<file path="config.mk">
export PLATFORM = sky130hd
export DESIGN_NAME = freg_ctx_sequencer
export DESIGN_NICKNAME = d
export VERILOG_FILES = /design/src/rtl/freg_ctx_sequencer.sv
export SDC_FILE = /design/constraint.sdc
export NUM_CORES = 1
export LEC_CHECK = 0
export ABC_AREA = 1
export CAP_MARGIN = 40
export CORE_AREA = 2 2 117 85
export CTS_CLUSTER_SIZE = 24
export DETAILED_ROUTE_END_ITERATION = 10
export DIE_AREA = 0 0 119 87
export GPL_TIMING_DRIVEN = 0
export HOLD_SLACK_MARGIN = 0.02
export PLACE_DENSITY = 0.81
export SYNTH_ARGS = -nofsm -noshare
export SYNTH_HDL_FRONTEND = slang
export SYNTH_SLANG_ARGS = --single-unit
</file>
<file path="constraint.sdc">
create_clock -name clk_i -period 2.7 [get_ports clk_i]
set_clock_uncertainty 0.2 [all_clocks]
set_input_delay 0.54 -clock clk_i [delete_from_list [all_inputs] [get_ports clk_i]]
set_output_delay 0.54 -clock clk_i [all_outputs]
set_load 0.005 [all_outputs]
</file>
<file path="src/rtl/freg_ctx_sequencer.sv">
// Context save/restore sequencer: streams the FP register file to or from a
// word-addressed memory region, one register per accepted req/ack transfer.
module freg_ctx_sequencer #(
    parameter int NREG = 32,
    parameter int DW   = 32,
    parameter int AW   = 32,
    localparam int IDXW = $clog2(NREG)
) (
    input  logic            clk_i,
    input  logic            rst_n_i,
    input  logic            clk_en_i,
    input  logic            save_req_i,
    input  logic            restore_req_i,
    input  logic [AW-1:0]   base_addr_i,
    output logic            busy_o,
    output logic            done_o,
    output logic            fpu_wb_block_o,
    output logic [IDXW-1:0] freg_raddr_o,
    input  logic [DW-1:0]   freg_rdata_i,
    output logic            freg_we_o,
    output logic [IDXW-1:0] freg_waddr_o,
    output logic [DW-1:0]   freg_wdata_o,
    output logic            mem_req_o,
    output logic            mem_we_o,
    output logic [AW-1:0]   mem_addr_o,
    output logic [DW-1:0]   mem_wdata_o,
    input  logic            mem_ack_i,
    input  logic [DW-1:0]   mem_rdata_i
);

    typedef enum logic [1:0] {
        ST_IDLE    = 2'd0,
        ST_SAVE    = 2'd1,
        ST_RESTORE = 2'd2,
        ST_DONE    = 2'd3
    } state_t;

    state_t          r_state;
    logic [IDXW-1:0] r_idx;
    logic [AW-1:0]   r_base;

    logic            w_last;
    logic [AW-1:0]   w_addr;

    assign w_last = (r_idx == IDXW'(NREG - 1));
    // Byte address wraps modulo 2^AW by plain truncation of the sum.
    assign w_addr = r_base + {{(AW-IDXW-2){1'b0}}, r_idx, 2'b00};

    // Sequencer state, register index and captured base address.
    always_ff @(posedge clk_i or negedge rst_n_i) begin
        if (!rst_n_i) begin
            r_state <= ST_IDLE;
            r_idx   <= '0;
            r_base  <= '0;
        end else if (clk_en_i) begin
            case (r_state)
                ST_IDLE: begin
                    if (save_req_i) begin
                        r_state <= ST_SAVE;
                        r_idx   <= '0;
                        r_base  <= {base_addr_i[AW-1:2], 2'b00};
                    end else if (restore_req_i) begin
                        r_state <= ST_RESTORE;
                        r_idx   <= '0;
                        r_base  <= {base_addr_i[AW-1:2], 2'b00};
                    end else begin
                        r_state <= ST_IDLE;
                    end
                end
                ST_SAVE, ST_RESTORE: begin
                    if (mem_ack_i) begin
                        if (w_last) begin
                            r_state <= ST_DONE;
                        end else begin
                            r_idx <= r_idx + IDXW'(1);
                        end
                    end else begin
                        r_state <= r_state;
                    end
                end
                ST_DONE: begin
                    r_state <= ST_IDLE;
                end
                default: begin
                    r_state <= ST_IDLE;
                end
            endcase
        end else begin
            r_state <= r_state;
        end
    end

    // Output decode from state; the restore write path is combinational so
    // the register file write lands on the same edge as the memory ack.
    always_comb begin
        busy_o         = 1'b0;
        done_o         = 1'b0;
        freg_raddr_o   = '0;
        freg_we_o      = 1'b0;
        freg_waddr_o   = '0;
        freg_wdata_o   = '0;
        mem_req_o      = 1'b0;
        mem_we_o       = 1'b0;
        mem_addr_o     = '0;
        mem_wdata_o    = '0;
        case (r_state)
            ST_SAVE: begin
                busy_o       = 1'b1;
                mem_req_o    = 1'b1;
                mem_we_o     = 1'b1;
                mem_addr_o   = w_addr;
                freg_raddr_o = r_idx;
                mem_wdata_o  = freg_rdata_i;
            end
            ST_RESTORE: begin
                busy_o       = 1'b1;
                mem_req_o    = 1'b1;
                mem_addr_o   = w_addr;
                freg_we_o    = mem_ack_i & clk_en_i;
                freg_waddr_o = r_idx;
                freg_wdata_o = mem_rdata_i;
            end
            ST_DONE: begin
                busy_o = 1'b1;
                done_o = 1'b1;
            end
            default: begin
                busy_o = 1'b0;
            end
        endcase
        fpu_wb_block_o = busy_o;
    end

endmodule

</file>
==> metrics.log, run 1 <==
INFO  metric initial_core_util = 0.364
INFO  metric mean_routed_wirelength_per_cell = 15.0 µm
INFO  metric grt_pass1_vias = 4292
INFO  metric clock_tree.htree_level_count = 2
INFO  metric p_leak = 0.00349 µW
INFO  metric yosysWarnings = 0
INFO  metric synth.avg_cell_area = 6.00 µm²
INFO  metric commonest_cells_post_synth = 176 x sky130_fd_sc_hd__nand2_1, 127 x sky130_fd_sc_hd__inv_1, 79 x sky130_fd_sc_hd__nor2_1
INFO  metric synth_top_cells_by_area = sky130_fd_sc_hd__dfrtp_1 27%, sky130_fd_sc_hd__nand2_1 19%, sky130_fd_sc_hd__inv_1 14%
INFO  metric groute.usage.overall = 0.260
INFO  metric detailedRoute.firstIterationViolations = 300
INFO  metric drc = 0
INFO  metric setup-violations-final = 12
INFO  metric place.detailed.instances = 906
INFO  metric site_row_count = 30
INFO  metric synth.top_cell.area_share = 0.272
INFO  metric ys_seq_area_frac = 0.272
INFO  metric power.combinational.fraction = 0.728
INFO  metric achievable-frequency = 347 MHz
INFO  metric worst_hold_slack = 345 ps
INFO  metric clock_tree.root_cell = sky130_fd_sc_hd__clkbuf_16
INFO  metric worst_setup_hold_path_clk_slew = 60 ps
INFO  metric cts_tree = built
INFO  metric layoutNonFillerInstCount = 951
INFO  metric pin_count = 214
INFO  metric final_min_period_over_clock_period = 1.07
INFO  metric synthFlopType = sky130_fd_sc_hd__dfrtp_1
INFO  metric cts.sink_count = 37
INFO  metric placement.io_buffers = 209
INFO  metric insertion_delay = 290 ps
INFO  metric internal_power = 3800 µW
INFO  metric worstSetupPathType = flip-flop to primary output
INFO  metric rsz0062_at_grt = true
INFO  metric power.clock.fraction = 0.097
INFO  metric post_drt_via_cell_ratio = 4.83
INFO  metric die_height = 87 µm
INFO  metric most_repeated_cell_in_the_gate_level_netlist_after_synthesis = sky130_fd_sc_hd__nand2_1
INFO  metric antenna_found_initial = 0
INFO  metric synth_area_leader = sky130_fd_sc_hd__dfrtp_1
INFO  metric fin_util = 0.694
INFO  metric via_count = 4593
INFO  metric postSynthCellCount = 568
INFO  metric switching_share = 0.459
INFO  metric antenna_cell_count = 0
INFO  metric dp.final_hpwl = 10300 µm
INFO  metric synthDistinctLibCells = 36
INFO  metric final_antenna_net_count = 0
INFO  metric power-per-cell-area = 1080 nW/µm²
INFO  metric num-nets-final = 937
INFO  metric place_congestion = 0.893
INFO  metric holdPathStages = 2
INFO  metric outcome = complete, but fails checks
INFO  metric final_max_slew_viol_count = 0
INFO  metric dieWidth = 119 µm
INFO  metric failed_checks = negative setup slack
INFO  metric drt_wl_total = 14300 µm
INFO  metric synth.cell_area = 3410 µm²
INFO  metric arrival = 2150 ps
INFO  metric placeableCoreArea = 9350 µm²
INFO  metric reg2reg_depth = 11
INFO  metric seq_power_share = 0.175
INFO  metric drive_gt1_frac = 0.239
INFO  metric maxCapViolations = 0
INFO  metric area_delta_synth_final = 90.6%
INFO  metric die-area = 10400 µm²
INFO  metric cts.path.max_buffers = 2
INFO  metric p_switching = 3220 µW
INFO  metric final_hold_viol_count = 0
INFO  metric peakVddDrop = 0.561 mV
INFO  metric pin_count_of_the_biggest_net_entering_global_routing = 38
INFO  metric grt_first_pass_wirelength = 21600 µm
INFO  metric postLayoutSetupSlackWorst = -186 ps
INFO  metric critical_path_peak_fanout = 2
INFO  metric grt_overflow_total = 0
INFO  metric worst-endpoint-required = 1960 ps
INFO  metric tritoncts.num_buffers = 5
INFO  metric synth_edf_count = 0
INFO  metric post-route-min-period = 2890 ps
INFO  metric synthArstFlopShare = 1.00
INFO  metric synth.ff_latch_count = 37
INFO  metric worst_hold_path_type = flip-flop to flip-flop
INFO  metric endpoint_kind = primary output
INFO  metric firstDrtPassIters = 5
INFO  metric cp-start-kind = flip-flop
## cells in the final DEF, fill, tap and decap left out, types with 5 or more instances in the layout
cell type | Yosys | final
sky130_fd_sc_hd__nor2_2 | 3 | 15
sky130_fd_sc_hd__inv_2 | 1 | 10
sky130_fd_sc_hd__nand2_1 | 176 | 153
sky130_fd_sc_hd__a21oi_1 | 27 | 24
sky130_fd_sc_hd__nand3_2 | 1 | 8
sky130_fd_sc_hd__nand2_4 | 0 | 9
sky130_fd_sc_hd__clkdlybuf4s50_1 | 0 | 175
sky130_fd_sc_hd__clkbuf_2 | 0 | 6
sky130_fd_sc_hd__inv_1 | 127 | 116
sky130_fd_sc_hd__dlygate4sd2_1 | 0 | 5
sky130_fd_sc_hd__buf_6 | 1 | 13
sky130_fd_sc_hd__ha_4 | 0 | 8
sky130_fd_sc_hd__nand4_1 | 9 | 9
sky130_fd_sc_hd__dfrtp_2 | 0 | 5
sky130_fd_sc_hd__nand3_1 | 24 | 16
sky130_fd_sc_hd__mux2_2 | 15 | 15
sky130_fd_sc_hd__dfrtp_1 | 37 | 32
sky130_fd_sc_hd__clkbuf_16 | 0 | 6
sky130_fd_sc_hd__nand2_2 | 1 | 15
sky130_fd_sc_hd__o21ai_0 | 14 | 9
sky130_fd_sc_hd__o21ai_1 | 3 | 6
sky130_fd_sc_hd__buf_4 | 6 | 32
sky130_fd_sc_hd__buf_2 | 3 | 24
sky130_fd_sc_hd__nor2_1 | 79 | 64
## metal layers
layer	up-vias	global-route usage	share of wire	wire, µm
met2	239	0.451	0.48	6780
met1	2099	0.341	0.42	5920
met4	0	0.0530	0.024	343
li1	2201	-	-	-
met5	-	0	0	0
met3	54	0.0497	0.085	1210
## state kept, by name, indices dropped and copies added, names as in the netlist
signal and cells:
r_idx 5, r_state 2, r_base 30
## through the flow
stage / power, µW / worst slack (ps) / TNS, ps / area, µm²
5_1_grt: 7480 / -266 / -2580 / 6490
4_1_cts: 6500 / -150 / -1190 / 6220
3_3_place_gp: 5300 / -484 / -11430 / 5660
2_1_floorplan: 3140 / 303 / 0 / 3410
3_5_place_dp: 5410 / -496 / -14190 / 5660
6_report: 7020 / -186 / -1300 / 6490
## critical path, cell delays in order (launching register included)
cell and delay, ps:
sky130_fd_sc_hd__dfrtp_2 390, sky130_fd_sc_hd__ha_4 150, sky130_fd_sc_hd__inv_2 30, sky130_fd_sc_hd__fa_2 370
sky130_fd_sc_hd__inv_2 80, sky130_fd_sc_hd__nand2_2 60, sky130_fd_sc_hd__nand2_2 90, sky130_fd_sc_hd__nand2_2 70
sky130_fd_sc_hd__o21ai_2 160, sky130_fd_sc_hd__buf_4 150, sky130_fd_sc_hd__o21ai_1 60, sky130_fd_sc_hd__nor2_1 120
sky130_fd_sc_hd__buf_2 130
## worst paths after layout
path	start	endpoint	slack [ps]
setup / recovery	r_idx[0]	mem_addr_o[14]	-190
hold / removal	r_base[31]	r_base[31]	350
setup reg to reg	r_idx[1]	r_idx[0]	450
hold reg to reg	r_base[31]	r_base[31]	350
max in group asynchronous	rst_n_i	r_idx[0]	1370
min in group asynchronous	rst_n_i	r_base[20]	480
## area by class of cell
cell class	instances	area [µm²]
Fill cell	737	2860
Timing Repair Buffer	248	2310
Multi-Input combinational cell	384	2250
Sequential cell	37	932
Inverter	128	487
Buffer	18	179
Tap cell	128	160
Clock buffer	6	129
Clock inverter	2	38.8
## kinds of logic after synthesis
group,share of synthesized area
AND/OR/NAND/NOR,0.362
buffers and inverters,0.176
AO/OA/AOI/OAI,0.0819
flip-flops,0.272
multiplexers,0.0496
adder cells (fa/ha/maj),0.0500
XOR/XNOR,0.00772
other,0.00110
## power by group through the flow
| stage | Combinational [µW] | Sequential, µW | Clock, µW |
|---|---|---|---|
| global route | 5520 | 1250 | 705 |
| CTS | 4640 | 1180 | 682 |
| detailed placement | 4240 | 1170 | 0 |
| finish | 5110 | 1230 | 681 |
| global placement | 4140 | 1150 | 0 |
| floorplan | 2110 | 1030 | 0 |
## timing repair
action                                  in CTS  in global routing
hold buffers                                 0                  1
endpoints found under the setup margin     105                 84
gates resized for setup                    168                 81
gates cloned                                 1                  0
pin swaps                                   33                 40
setup buffers                               30                  8
endpoints found under the hold margin        0                 10
Power figures use the tool's default switching activity.
==> run 2, diff against run 1 <==
--- a/config.mk
+++ b/config.mk
@@ -14,6 +14,7 @@
 export GPL_TIMING_DRIVEN = 0
 export HOLD_SLACK_MARGIN = 0.02
 export PLACE_DENSITY = 0.81
+export REMOVE_ABC_BUFFERS = 1
 export SYNTH_ARGS = -nofsm -noshare
 export SYNTH_HDL_FRONTEND = slang
 export SYNTH_SLANG_ARGS = --single-unit
==> metrics.log, run 2 (synthesized netlist as in run 1, its figures left out) <==
INFO  metric timing.rr.start = r_idx[1] (unchanged)
INFO  metric pin_count_of_the_biggest_net_entering_global_routing = 38 (unchanged)
INFO  metric endpoint = mem_addr_o[26] (was mem_addr_o[14])
INFO  metric grt_overflow_total = 0 (unchanged)
INFO  metric p_leak = 0.00347 µW (was 0.00349 µW)
INFO  metric power.clock.fraction = 0.095 (was 0.097)
INFO  metric groute.usage.overall = 0.282 (was 0.260)
INFO  metric endpoint_kind = primary output (unchanged)
INFO  metric final_max_slew_viol_count = 0 (unchanged)
INFO  metric post_drt_via_cell_ratio = 4.97 (was 4.83)
INFO  metric cts_tree = built (unchanged)
INFO  metric mean_routed_wirelength_per_cell = 16.6 µm (was 15.0 µm)
INFO  metric die-area = 10400 µm² (unchanged)
INFO  metric firstDrtPassIters = 8 (was 5)
INFO  metric postLayoutSetupSlackWorst = -185 ps (was -186 ps)
INFO  metric reg2reg_depth = 11 (unchanged)
INFO  metric drive_gt1_frac = 0.239 (about the same)
INFO  metric dp.final_hpwl = 10800 µm (was 10300 µm)
INFO  metric switching_share = 0.463 (was 0.459)
INFO  metric cts_hold_buffers = 0 (unchanged)
INFO  metric achievable-frequency = 347 MHz (about the same)
INFO  metric worst_setup_hold_path_clk_slew = 60 ps (about the same)
INFO  metric rsz0062_at_grt = true (unchanged)
INFO  metric final_hold_viol_count = 0 (unchanged)
INFO  metric cp-start-kind = flip-flop (unchanged)
INFO  metric placeableCoreArea = 9350 µm² (unchanged)
INFO  metric fin_util = 0.701 (was 0.694)
INFO  metric layout_common_cells = 179 x sky130_fd_sc_hd__clkdlybuf4s50_1, 150 x sky130_fd_sc_hd__nand2_1, 117 x sky130_fd_sc_hd__inv_1 (was 175 x sky130_fd_sc_hd__clkdlybuf4s50_1, 153 x sky130_fd_sc_hd__nand2_1, 116 x sky130_fd_sc_hd__inv_1)
INFO  metric critical_path_peak_fanout = 3 (was 2)
INFO  metric via_count = 4709 (was 4593)
INFO  metric maxCapViolations = 0 (unchanged)
INFO  metric clock_tree.htree_level_count = 2 (unchanged)
INFO  metric site_row_count = 30 (unchanged)
INFO  metric failed_checks = negative setup slack (unchanged)
INFO  metric grt_first_pass_wirelength = 23000 µm (was 21600 µm)
INFO  metric die_height = 87 µm (unchanged)
INFO  metric peakVddDrop = 0.585 mV (was 0.561 mV)
INFO  metric internal_power = 3930 µW (was 3800 µW)
INFO  metric clock_tree.root_cell = sky130_fd_sc_hd__clkbuf_16 (unchanged)
INFO  metric final_min_period_over_clock_period = 1.07 (about the same)
INFO  metric cts.path.max_buffers = 2 (unchanged)
INFO  metric grt_pass1_vias = 4532 (was 4292)
INFO  metric initial_core_util = 0.364 (unchanged)
INFO  metric rrSetupSlack = 170 ps (was 450 ps)
INFO  metric power.combinational.fraction = 0.736 (was 0.728)
INFO  metric placement.io_buffers = 209 (unchanged)
INFO  metric drt_wl_total = 15700 µm (was 14300 µm)
INFO  metric worst_hold_path_type = primary input to async pin (was flip-flop to flip-flop)
INFO  metric drc = 0 (unchanged)
INFO  metric worstSetupPathType = flip-flop to primary output (unchanged)
INFO  metric largest-register = r_base (unchanged)
INFO  metric layoutNonFillerInstCount = 947 (was 951)
INFO  metric nFillCells = 682 (was 737)
INFO  metric largest_register_ffs = 30 (unchanged)
INFO  metric p_switching = 3390 µW (was 3220 µW)
INFO  metric worst_slew_margin_relative_to_its_limit = 0.623
INFO  metric place.detailed.instances = 891 (was 906)
INFO  metric antenna_cell_count = 0 (unchanged)
INFO  metric area_delta_synth_final = 92.3% (was 90.6%)
INFO  metric outcome = complete, but fails checks (unchanged)
INFO  metric worst_reg2reg_endpoint = r_idx[2] (was r_idx[0])
INFO  metric post-route-min-period = 2890 ps (about the same)
INFO  metric power-per-cell-area = 1120 nW/µm² (was 1080 nW/µm²)
INFO  metric final_antenna_net_count = 0 (unchanged)
INFO  metric arrival = 2150 ps (about the same)
INFO  metric mostFrequentLayoutCell = sky130_fd_sc_hd__clkdlybuf4s50_1 (unchanged)
INFO  metric num-nets-final = 933 (was 937)
INFO  metric multi_input_area = 2290 µm² (was 2250 µm²)
INFO  metric dpl_worst_slack = -472 ps (was -496 ps)
INFO  metric worst-endpoint-required = 1960 ps (about the same)
INFO  metric setup-violations-final = 15 (was 12)
INFO  metric tritoncts.num_buffers = 5 (unchanged)
INFO  metric sequential_cell_area = 937 µm² (was 932 µm²)
INFO  metric pin_count = 214 (unchanged)
INFO  metric seq_power_share = 0.169 (was 0.175)
INFO  metric antenna_found_initial = 0 (unchanged)
INFO  metric critical_path.startpoint = r_base[2] (was r_idx[0])
INFO  metric cts.sink_count = 37 (unchanged)
INFO  metric place_congestion = 0.908 (was 0.893)
INFO  metric dieWidth = 119 µm (unchanged)
INFO  metric detailedRoute.firstIterationViolations = 483 (was 300)
INFO  metric biggestRegsByFlops = r_base (30), r_idx (5), r_state (2) (unchanged)
INFO  metric setup_tns = -1090 ps (was -1300 ps)
INFO  metric insertion_delay = 280 ps (was 290 ps)
INFO  metric max_slew.worst_pin.slew = 563 ps
## run 2: cell count changes in the layout (fill, tap and decap cells not counted), moves of 3 or more
cell / previous run / this run
sky130_fd_sc_hd__clkdlybuf4s50_1: 175 / 179
sky130_fd_sc_hd__nor2_2: 15 / 11
sky130_fd_sc_hd__clkbuf_2: 6 / 3
sky130_fd_sc_hd__nand3_2: 8 / 5
sky130_fd_sc_hd__nand2_1: 153 / 150
sky130_fd_sc_hd__nand2_4: 9 / 13
sky130_fd_sc_hd__dfrtp_2: 5 / 9
sky130_fd_sc_hd__buf_12: 2 / 5
sky130_fd_sc_hd__a21oi_2: 2 / 5
sky130_fd_sc_hd__dlygate4sd2_1: 5 / 0
sky130_fd_sc_hd__dfrtp_1: 32 / 28
sky130_fd_sc_hd__clkdlybuf4s15_1: 1 / 4
## run 2: layer usage
metal	track usage	routed length, µm	up-vias
li1	-	-	2196
met1	0.355	6060	2146
met2	0.479	7480	299
met3	0.0484	1440	68
met4	0.124	756	0
met5	0	0	-
## run 2: final cells by class
cell class / instances / area share
Timing Repair Buffer: 261 / 0.381
Clock buffer: 6 / 0.0212
Clock inverter: 2 / 0.00573
Multi-Input combinational cell: 385 / 0.350
Tap cell: 128 / 0.0245
Inverter: 128 / 0.0743
Sequential cell: 37 / 0.143
## run 2: per-stage QoR
step	hold slack (ps)	total power [µW]	instance area [µm²]
floorplan	44.4	2990	3290
global route	33.0	7760	6550
global placement	295	5170	5540
CTS	26.2	6600	6260
detailed placement	306	5390	5640
finish	3.48	7310	6550
## run 2: worst max-delay path: stages, from the launching register on
cell and delay (ps):
sky130_fd_sc_hd__dfrtp_1 390, sky130_fd_sc_hd__ha_4 150, sky130_fd_sc_hd__inv_2 40, sky130_fd_sc_hd__fa_2 350, sky130_fd_sc_hd__inv_2 80, sky130_fd_sc_hd__nand2_2 60
sky130_fd_sc_hd__nand2_2 70, sky130_fd_sc_hd__nand3_2 80, sky130_fd_sc_hd__nand2_4 90, sky130_fd_sc_hd__buf_6 110, sky130_fd_sc_hd__nand2_2 50, sky130_fd_sc_hd__nand2_2 80
sky130_fd_sc_hd__nand2_2 90, sky130_fd_sc_hd__nor2_4 100, sky130_fd_sc_hd__buf_2 120
## run 2: power groups by stage
stage | clock (µW) | sequential (µW) | combinational (µW)
6_report | 695 | 1230 | 5380
5_1_grt | 729 | 1250 | 5780
4_1_cts | 699 | 1170 | 4740
3_5_place_dp | 0 | 1160 | 4220
3_3_place_gp | 0 | 1150 | 4010
2_1_floorplan | 0 | 1030 | 1950
## run 2: how the worst min path moves through the flow
stage / from / endpoint / slack [ps] / cells past startpoint
after floorplan: rst_n_i / r_base[10] / 40 / 0
after global placement: r_base[2] / r_base[2] / 300 / 1
after detailed placement: r_base[6] / r_base[6] / 310 / 1
after CTS: rst_n_i / r_base[8] / 30 / 2
after global routing: rst_n_i / r_base[8] / 30 / 2
final: rst_n_i / r_base[18] / 3 / 2
## run 2: timing repair
| item | in CTS | in global routing |
|---|---|---|
| setup endpoints to repair | 113 | 47 |
| gates resized for setup | 156 | 79 |
| buffers inserted | 37 | 12 |
| gates cloned | 1 | 0 |
| pin swaps | 29 | 42 |
